**src/rtl/sequence_detection_scheduler.sv**
```systemverilog
// sequence_detection_scheduler
//   Round-robin scheduler that hands a shared pattern detector (PSD) to one of
//   NUM_Requester clients at a time, streams the owner's words into it, sums
//   the detector's per-cycle match count and reports the total with a
//   one-cycle done pulse.
//
// Ports
//   local_SDS_clk / local_SDS_reset : clock, synchronous active-high reset
//   local_SDS_req                   : per-requester job request (level)
//   local_SDS_compair / _length     : per-requester pattern and word count
//   local_SDS_valid / _bitstream    : owner's stream word
//   SDS_local_ready                 : word accepted this cycle
//   SDS_local_grant                 : one-hot owner
//   SDS_local_done / _error         : completion pulse and its error qualifier
//   SDS_local_total                 : saturating match total
//   SDS_PSD_newstream/_compair/_bitstream : detector restart, pattern, word
//   PSD_SDS_count                   : detector per-cycle match count
//
// state     | meaning
// ST_IDLE   | waiting for a request, arbitrating round-robin
// ST_STREAM | forwarding owner words to the detector, one per cycle
// ST_DRAIN  | two cycles letting the detector flush its last windows
// ST_REPORT | one-cycle done pulse to the owner, pointer advance
module sequence_detection_scheduler #(
    parameter int WID_Bitstream     = 8,
    parameter int WID_Compair       = 4,
    parameter int WID_Compair_count = 4,
    parameter int NUM_Requester     = 4,
    parameter int WID_Length        = 8,
    parameter int WID_Total         = 16
) (
    input  logic                                 local_SDS_clk,
    input  logic                                 local_SDS_reset,
    input  logic [NUM_Requester-1:0]             local_SDS_req,
    input  logic [NUM_Requester*WID_Compair-1:0] local_SDS_compair,
    input  logic [NUM_Requester*WID_Length-1:0]  local_SDS_length,
    input  logic                                 local_SDS_valid,
    input  logic [WID_Bitstream-1:0]             local_SDS_bitstream,
    output logic                                 SDS_local_ready,
    output logic [NUM_Requester-1:0]             SDS_local_grant,
    output logic [NUM_Requester-1:0]             SDS_local_done,
    output logic                                 SDS_local_error,
    output logic [WID_Total-1:0]                 SDS_local_total,
    output logic                                 SDS_PSD_newstream,
    output logic [WID_Compair-1:0]               SDS_PSD_compair,
    output logic [WID_Bitstream-1:0]             SDS_PSD_bitstream,
    input  logic [WID_Compair_count-1:0]         PSD_SDS_count
);

    localparam int NUM_Buffer = (WID_Compair + WID_Bitstream + WID_Bitstream - 1) / WID_Bitstream;
    localparam int W_PTR      = (NUM_Requester > 1) ? $clog2(NUM_Requester) : 1;
    localparam int W_CNT      = WID_Length + 1;
    localparam int W_SUM      = ((WID_Total > WID_Compair_count) ? WID_Total : WID_Compair_count) + 1;
    localparam logic [W_SUM-1:0] TOTAL_MAX = W_SUM'({WID_Total{1'b1}});

    typedef enum logic [1:0] {ST_IDLE, ST_STREAM, ST_DRAIN, ST_REPORT} state_t;

    state_t                   r_state;
    state_t                   w_state_nxt;
    logic [NUM_Requester-1:0] r_grant;
    logic [W_PTR-1:0]         r_owner;
    logic [W_PTR-1:0]         r_ptr;
    logic [WID_Compair-1:0]   r_pattern;
    logic [WID_Length-1:0]    r_len;
    logic [W_CNT-1:0]         r_cnt;
    logic [WID_Total-1:0]     r_total;
    logic                     r_err;

    logic                     w_found;
    logic [W_PTR-1:0]         w_win_idx;
    logic [NUM_Requester-1:0] w_win_onehot;
    logic [WID_Length-1:0]    w_win_len;
    logic [WID_Compair-1:0]   w_win_pat;
    logic                     w_short;
    logic                     w_last_word;
    logic                     w_drain_end;
    logic                     w_acc_win;
    logic [W_SUM-1:0]         w_sum;
    logic [WID_Total-1:0]     w_total_acc;
    logic [W_PTR-1:0]         w_ptr_nxt;

    // Round-robin pick: first pass covers indices at or above the pointer,
    // second pass wraps around to the indices below it.
    always_comb begin
        w_found      = 1'b0;
        w_win_idx    = '0;
        w_win_onehot = '0;
        w_win_len    = '0;
        w_win_pat    = '0;
        for (int p = 0; p < 2; p++) begin
            for (int j = 0; j < NUM_Requester; j++) begin
                if (!w_found && local_SDS_req[j] && ((p == 0) == (j >= int'(r_ptr)))) begin
                    w_found         = 1'b1;
                    w_win_idx       = W_PTR'(j);
                    w_win_onehot[j] = 1'b1;
                    w_win_len       = local_SDS_length[j*WID_Length +: WID_Length];
                    w_win_pat       = local_SDS_compair[j*WID_Compair +: WID_Compair];
                end
            end
        end
    end

    assign w_short     = (w_win_len < WID_Length'(NUM_Buffer));
    // r_cnt keeps counting through DRAIN so the last window sample lands on L+1
    assign w_last_word = (r_cnt == ({1'b0, r_len} - W_CNT'(1)));
    assign w_drain_end = (r_cnt == ({1'b0, r_len} + W_CNT'(1)));
    assign w_acc_win   = (r_cnt >= W_CNT'(NUM_Buffer + 1));
    assign w_sum       = W_SUM'(r_total) + W_SUM'(PSD_SDS_count);
    assign w_total_acc = (w_sum > TOTAL_MAX) ? '1 : w_sum[WID_Total-1:0];
    assign w_ptr_nxt   = (r_owner == W_PTR'(NUM_Requester - 1)) ? '0 : r_owner + W_PTR'(1);

    assign SDS_local_grant = r_grant;
    assign SDS_local_total = r_total;
    assign SDS_PSD_compair = r_pattern;

    always_ff @(posedge local_SDS_clk) begin
        if (local_SDS_reset) begin
            r_state <= ST_IDLE;
        end else begin
            r_state <= w_state_nxt;
        end
    end

    always_comb begin
        w_state_nxt       = r_state;
        SDS_local_ready   = 1'b0;
        SDS_local_done    = '0;
        SDS_local_error   = 1'b0;
        SDS_PSD_newstream = 1'b0;
        SDS_PSD_bitstream = '0;
        case (r_state)
            ST_IDLE: begin
                if (w_found) begin
                    w_state_nxt = w_short ? ST_REPORT : ST_STREAM;
                end
            end
            ST_STREAM: begin
                SDS_local_ready   = 1'b1;
                SDS_PSD_bitstream = local_SDS_bitstream;
                SDS_PSD_newstream = (r_cnt == '0);
                // the detector shifts every cycle, so a gap corrupts its window
                if (!local_SDS_valid) begin
                    w_state_nxt = ST_REPORT;
                end else if (w_last_word) begin
                    w_state_nxt = ST_DRAIN;
                end
            end
            ST_DRAIN: begin
                if (w_drain_end) begin
                    w_state_nxt = ST_REPORT;
                end
            end
            ST_REPORT: begin
                SDS_local_done  = r_grant;
                SDS_local_error = r_err;
                w_state_nxt     = ST_IDLE;
            end
            default: w_state_nxt = ST_IDLE;
        endcase
    end

    always_ff @(posedge local_SDS_clk) begin
        if (local_SDS_reset) begin
            r_grant   <= '0;
            r_owner   <= '0;
            r_ptr     <= '0;
            r_pattern <= '0;
            r_len     <= '0;
            r_cnt     <= '0;
            r_total   <= '0;
            r_err     <= 1'b0;
        end else begin
            case (r_state)
                ST_IDLE: begin
                    if (w_found) begin
                        r_grant   <= w_win_onehot;
                        r_owner   <= w_win_idx;
                        r_pattern <= w_win_pat;
                        r_len     <= w_win_len;
                        r_cnt     <= '0;
                        r_total   <= '0;
                        r_err     <= w_short;
                    end
                end
                ST_STREAM: begin
                    if (local_SDS_valid) begin
                        r_cnt <= r_cnt + W_CNT'(1);
                        if (w_acc_win) begin
                            r_total <= w_total_acc;
                        end
                    end else begin
                        r_err <= 1'b1;
                    end
                end
                ST_DRAIN: begin
                    r_cnt <= r_cnt + W_CNT'(1);
                    if (w_acc_win) begin
                        r_total <= w_total_acc;
                    end
                end
                ST_REPORT: begin
                    r_grant <= '0;
                    r_ptr   <= w_ptr_nxt;
                    r_cnt   <= '0;
                end
                default: ;
            endcase
        end
    end

endmodule

```
**config.mk**
```make
export PLATFORM = sky130hd
export DESIGN_NAME = sequence_detection_scheduler
export DESIGN_NICKNAME = d
export VERILOG_FILES = /design/src/rtl/sequence_detection_scheduler.sv
export SDC_FILE = /design/constraint.sdc
export NUM_CORES = 1
export LEC_CHECK = 0
export ABC_AREA = 1
export CAP_MARGIN = 25
export CORE_MARGIN = 10
export CORE_UTILIZATION = 46
export CTS_CLUSTER_SIZE = 24
export DETAILED_ROUTE_END_ITERATION = 8
export DONT_BUFFER_PORTS = 1
export PLACE_DENSITY = 0.7
export SETUP_SLACK_MARGIN = 0.2
export SLEW_MARGIN = 0
export SYNTH_ARGS = -nofsm -noshare
export SYNTH_HDL_FRONTEND = slang
export SYNTH_SLANG_ARGS = --single-unit
```
**constraint.sdc**
```tcl
create_clock -name local_SDS_clk -period 4 [get_ports local_SDS_clk]
set_input_delay 0 -clock local_SDS_clk [delete_from_list [all_inputs] [get_ports local_SDS_clk]]
set_output_delay 0 -clock local_SDS_clk [all_outputs]
set_load 0.02 [all_outputs]
```
==> results of run 1 <==
-- layer usage --
| metal | part of all wire [%] | vias up | track usage [%] |
|---|---|---|---|
| li1 | - | 2152 | - |
| met1 | 43 | 1942 | 21.9 |
| met2 | 48 | 143 | 29.4 |
| met3 | 7.5 | 10 | 4.09 |
| met4 | 0.78 | 0 | 3.30 |
| met5 | 0 | - | 0 |
-- final cells by class --
type                    count  area [µm²]  area share, %
inverters                 100         375           8.78
clock inverters             2        15.0          0.351
multi-input cells         501        2580           60.3
clock buffers               6        82.6           1.93
well taps                 108         135           3.16
repair buffers             13         128           2.99
flip-flops and latches     48         961           22.5
-- registers in the layout, summed over array words and instances (netlist names) --
signal	cells
SDS_local_grant	4
r_owner	2
SDS_local_total	16
r_cnt	9
r_len	8
r_err	1
r_state	2
SDS_PSD_compair	4
r_ptr	2
-- through the flow --
step / setup slack, ps / hold WS [ps] / area (µm²)
6_report: 1370 / 45.7 / 4270
5_1_grt: 1130 / 82.4 / 4270
4_1_cts: 1390 / 52.1 / 4270
3_5_place_dp: 1530 / 76.0 / 4060
3_3_place_gp: 1600 / 74.3 / 4060
2_1_floorplan: 1880 / 69.1 / 4030
-- cell usage in the layout (no fill, tap or decap), types with 2 or more instances in the layout --
cell,n
a21oi_1,49
a221oi_1,5
clkbuf_8,6
clkinvlp_4,2
dfxtp_1,48
dlygate4sd3_1,12
ha_1,14
inv_1,94
inv_2,5
nand2_1,180
nand2_2,3
nand2_4,3
nand3_1,54
nand3_2,2
nand3b_1,2
nand4_1,22
nor2_1,76
nor2_2,4
nor3_1,9
nor3b_1,2
nor4_1,3
o211ai_1,7
o21ai_0,27
o21ai_1,3
or2_2,4
xnor2_1,6
xor2_1,14
-- path summary, 6_finish.rpt --
kind	end	startpoint
worst max-delay path	r_len[0]	r_ptr[0]
worst min-delay path	r_len[5]	local_SDS_length[5]
worst max register to register	r_len[0]	r_ptr[0]
worst min register to register	r_cnt[8]	r_cnt[8]
-- worst max-delay path, delay by kind of cell (launching register included) --
kind | cells | cell delay [ps]
flip-flops | 1 | 370
AND/OR/NAND/NOR | 6 | 1070
buffers and inverters | 2 | 800
AO/OA/AOI/OAI | 2 | 280
-- power breakdown --
part / internal (µW) / total [µW] / switching, µW
Combinational: 474 / 1430 / 956
Sequential: 592 / 785 / 193
Clock: 140 / 313 / 173
Total: 1210 / 2530 / 1320
-- cells by family (layout without fill, tap and decap cells) --
family,Yosys count,count (layout),share of synthesized area [%]
buffers and inverters,122,121,12.3
AND/OR/NAND/NOR,369,369,40.8
XOR/XNOR,20,20,4.34
AO/OA/AOI/OAI,97,97,13.9
adder cells (fa/ha/maj),15,15,4.84
flip-flops,48,48,23.8
==> metrics.yaml, run 1 <==
run_status:
  status: "finished clean"
timing:
  rsz0062_at_grt: "false"
  worstMarginPinSlew_ps: 920
  fmax_mhz: 380
  setup_tns_ps: 0
  slew_headroom_pct: 38.5
  report.final.slew_viol_count: 0
  min_period_over_period_pct: 65.8
  hold_viol_final: 0
  setup_viol: 0
  period_minus_slack_ps: 2630
  fin_worst_skew_ps: 13.9
worst_hold_path:
  whs_path_depth: 6
  min_path_type: "in2reg"
power_and_ir_drop:
  pwr_density_cell_nw_per_um2: 592
  p_leak_uw: 0.00199
  ir_worst_vdd_mv: 0.300
  finalPower_uw: 2530
job:
  max-cap-violations: 0
global_route:
  grt_pass1_vias: 4092
  grt_max_degree: 24
  antenna_found_initial: 0
  grt.total_usage_pct: 17.3
  overflow: 0
  grt_pass1_wl_um: 19300
clocking:
  clk_path_buf_depth: 2
  cts_resized: 0
  cts_setup_buffers: 0
  cts_made_buffers: 5
  root_buffer: "clkbuf_8"
  cts_tree: "built"
  htreeDepth: 2
  numClockSinks: 48
  hold_buffers: 12
  clk_latency_ps: 310
  clkSlewWorstSetupHoldPaths_ps: 90
detailed_routing:
  drt_first_iter_violations: 277
  dr_total_vias: 4247
  wl_um: 11400
  ant_nets: 0
  wl_per_cell_um: 14.6
  drtPass1Iterations: 7
  vias_per_cell: 5.46
  drc: 0
worst_setup_path:
  worst_ep_required_time_ps: 4190
  cp_slowest_cell: "dlygate4sd3_1"
  startpoint_type: "flip-flop"
  r2r_cells: 10
  path_cells: "nor2_1 > nand2_2 > nand3_4 > nor4_2 > nand2_1 > nand2_1 > inv_2 > o21ai_0 > a21oi_1 > dlygate4sd3_1"
  critPathMaxStageDelay_ps: 560
  crit_arrival_ps: 2820
  critPathMaxFanout: 19
  critical_path.most_common_cell: "nand2_1"
  reg2reg_slack_ps: 1370
  worstSetupPathType: "reg2reg"
  cp-end-kind: "flip-flop"
layout:
  nets: 751
  fillCellCount: 883
  syn_to_final_growth_pct: 5.92
  final_layout_size_suffix_gt1_share_pct: 5.37
  fin_util_pct: 49.5
  num_antenna_cells: 0
  stdcell_count: 778
synthesis:
  ys_warn_count: 0
  synthCells: 671
  synthTopCellsByArea: "dfxtp_1 (24%), nand2_1 (17%), inv_1 (8.7%)"
  synth_ff_type: "dfxtp_1"
  synth-seq-cells: 48
  avgSynthCellArea_um2: 6.01
  synth_area_leader_cell: "dfxtp_1"
  syn_nets: 753
  yosysMostFrequentCell: "nand2_1"
  ys_top_cells_by_count: "nand2_1 (180), inv_1 (94), nor2_1 (76), nand3_1 (54), a21oi_1 (49)"
  yosysTopAreaCellShare_pct: 23.8
  synth_edf_count: 0
  seq_area_frac_synth_pct: 23.8
  async_reset_ff_share_pct: 0
  syn_area_um2: 4030
  synth_cell_types: 40
floorplan:
  fp.dieH_um: 114
  die_x_um: 114
  core_area_um2: 8640
  io_pins: 106
  rows: 34
  initial_utilization_pct: 46.7
  die_area_um2: 12900
placed_design:
  dpl.hpwl_um: 8680
  gp_congestion: 0.844
  io_buffers: 0
  place_inst: 758
(Power assumes the default switching activity.)
==> inputs of run 2 (changes only) <==
clock period = 2.6 ns   (was 4 ns; I/O delays follow)
==> run 2 against run 1 <==
Against the previous run:
- final area up 4.7%
- largest power group unchanged
- critical path type unchanged
- clock-buffer cell count up 1
- via count up 1.7%
- routed wire length up 2.8%
- clock skew down 5.5 ps
- sequential share of layout area down 0.99 points
- core utilization up 2.3 points
- register-to-register slack worse by 1000 ps
==> metrics.yaml, run 2 (same netlist as run 1, synthesis figures left out) <==
run_status:
  status: "finished clean"
detailed_routing:
  drtPass1Iterations: 5
  wl_um: 11700
  ant_nets: 0
  vias_per_cell: 5.43
  wl_per_cell_um: 14.7
  drc: 0
  drt_first_iter_violations: 216
  dr_total_vias: 4320
clocking:
  root_buffer: "clkbuf_8"
  clk_path_buf_depth: 2
  cts_made_buffers: 5
  clkSlewWorstSetupHoldPaths_ps: 90
  numClockSinks: 48
  htreeDepth: 2
  clk_latency_ps: 300
  cts_tree: "built"
timing:
  report.final.slew_viol_count: 0
  setup_tns_ps: 0
  min_period_over_period_pct: 87.0
  period_minus_slack_ps: 2260
  hold_viol_final: 0
  fin_worst_skew_ps: 8.41
  rsz0062_at_grt: "false"
  slew_headroom_pct: 35.5
  fmax_mhz: 442
  worstMarginPinSlew_ps: 964
  setup_viol: 0
placed_design:
  place_inst: 766
  dpl.hpwl_um: 8820
  io_buffers: 0
  gp_congestion: 0.877
worst_setup_path:
  cp-end-kind: "flip-flop"
  crit_arrival_ps: 2460
  critPathMaxFanout: 12
  r2r_cells: 10
  worst_ep_required_time_ps: 2800
  startpoint_type: "flip-flop"
  worstSetupPathType: "reg2reg"
floorplan:
  initial_utilization_pct: 46.7
  rows: 34
  die_x_um: 114
  core_area_um2: 8640
  fp.dieH_um: 114
  die_area_um2: 12900
  io_pins: 106
layout:
  nets: 769
  num_antenna_cells: 0
  stdcell_count: 796
  largest_reg_flops: 16
  layout_commonest_cell: "nand2_1"
  final_layout_size_suffix_gt1_share_pct: 7.99
  syn_to_final_growth_pct: 10.9
  fillCellCount: 898
  final_cell_mix: "nand2_1 (180), inv_1 (92), nor2_1 (76)"
global_route:
  grt.total_usage_pct: 17.3
  grt_pass1_vias: 4144
  overflow: 0
  grt_max_degree: 24
  grt_pass1_wl_um: 19200
  antenna_found_initial: 0
worst_hold_path:
  whs_path_depth: 4
  min_path_type: "in2reg"
power_and_ir_drop:
  p_clk_share_pct: 11.9
  pwr_density_cell_nw_per_um2: 884
  p_leak_uw: 0.00206
  switching_share_pct: 51.8
  pwr-share-comb_pct: 57.7
  p_seq_share_pct: 30.4
  internal_power_uw: 1910
  power.switching_uw: 2050
  ir_worst_vdd_mv: 0.376
job:
  max-cap-violations: 0
[run 2: critical path, stage by stage (launching register included)]
cell and delay (ps):
dfxtp_1 330, nor2_1 180, nand2_4 160, nand2_1 110, nor2_2 60, buf_4 180, a221oi_1 280, nand3_1 110
dlygate4sd3_1 580, nor2_1 120, a21oi_1 70
[run 2: area by class of cell]
| cell class | count | area, µm² | share of cell area [%] |
|---|---|---|---|
| Multi-Input combinational cell | 501 | 2620 | 58.6 |
| Clock buffer | 7 | 86.3 | 1.93 |
| Tap cell | 108 | 135 | 3.02 |
| Inverter | 100 | 379 | 8.47 |
| Clock inverter | 1 | 7.51 | 0.168 |
| Timing Repair Buffer | 31 | 282 | 6.29 |
| Sequential cell | 48 | 962 | 21.5 |
[run 2: routing by layer]
metal	wire length [µm]	vias to the layer above	GRT usage [%]
met5	0	-	0
met4	157	0	4.31
met3	1060	20	4.25
met2	5680	187	29.9
met1	4810	1914	21.0
li1	-	2199	-
[run 2: per-stage QoR]
step           power (µW)  util, %  setup WS, ps  cell area (µm²)  hold WS [ps]
2_1_floorplan        2990        -           478             4030          69.1
3_3_place_gp         3340     47.7           467             4120          74.3
3_5_place_dp         3400     47.7           387             4120          76.1
4_1_cts              3920     50.8           353             4390          9.97
5_1_grt              4340     51.8           206             4480          35.0
6_report             3960     51.8           337             4480          11.7
[run 2: repair_timing]
action                                 CTS  global route
endpoints found under the hold margin   28             0
resized for setup                        0            12
hold buffers                            18             0
setup buffers                            0             3
setup endpoints to repair                0            12
[run 2: power by group through the flow]
stage / Combinational (µW) / Clock, µW / Sequential (µW)
2_1_floorplan: 1860 / 0 / 1130
3_3_place_gp: 2130 / 0 / 1210
3_5_place_dp: 2190 / 0 / 1210
4_1_cts: 2240 / 479 / 1190
5_1_grt: 2590 / 511 / 1240
6_report: 2280 / 470 / 1200
[run 2: final timing paths]
check	startpoint	to	slack [ps]
min reg2reg	r_cnt[8]	r_cnt[8]	480
min	local_SDS_length[8]	r_len[0]	10
max reg2reg	r_ptr[1]	SDS_PSD_compair[3]	340
max	r_ptr[1]	SDS_PSD_compair[3]	340
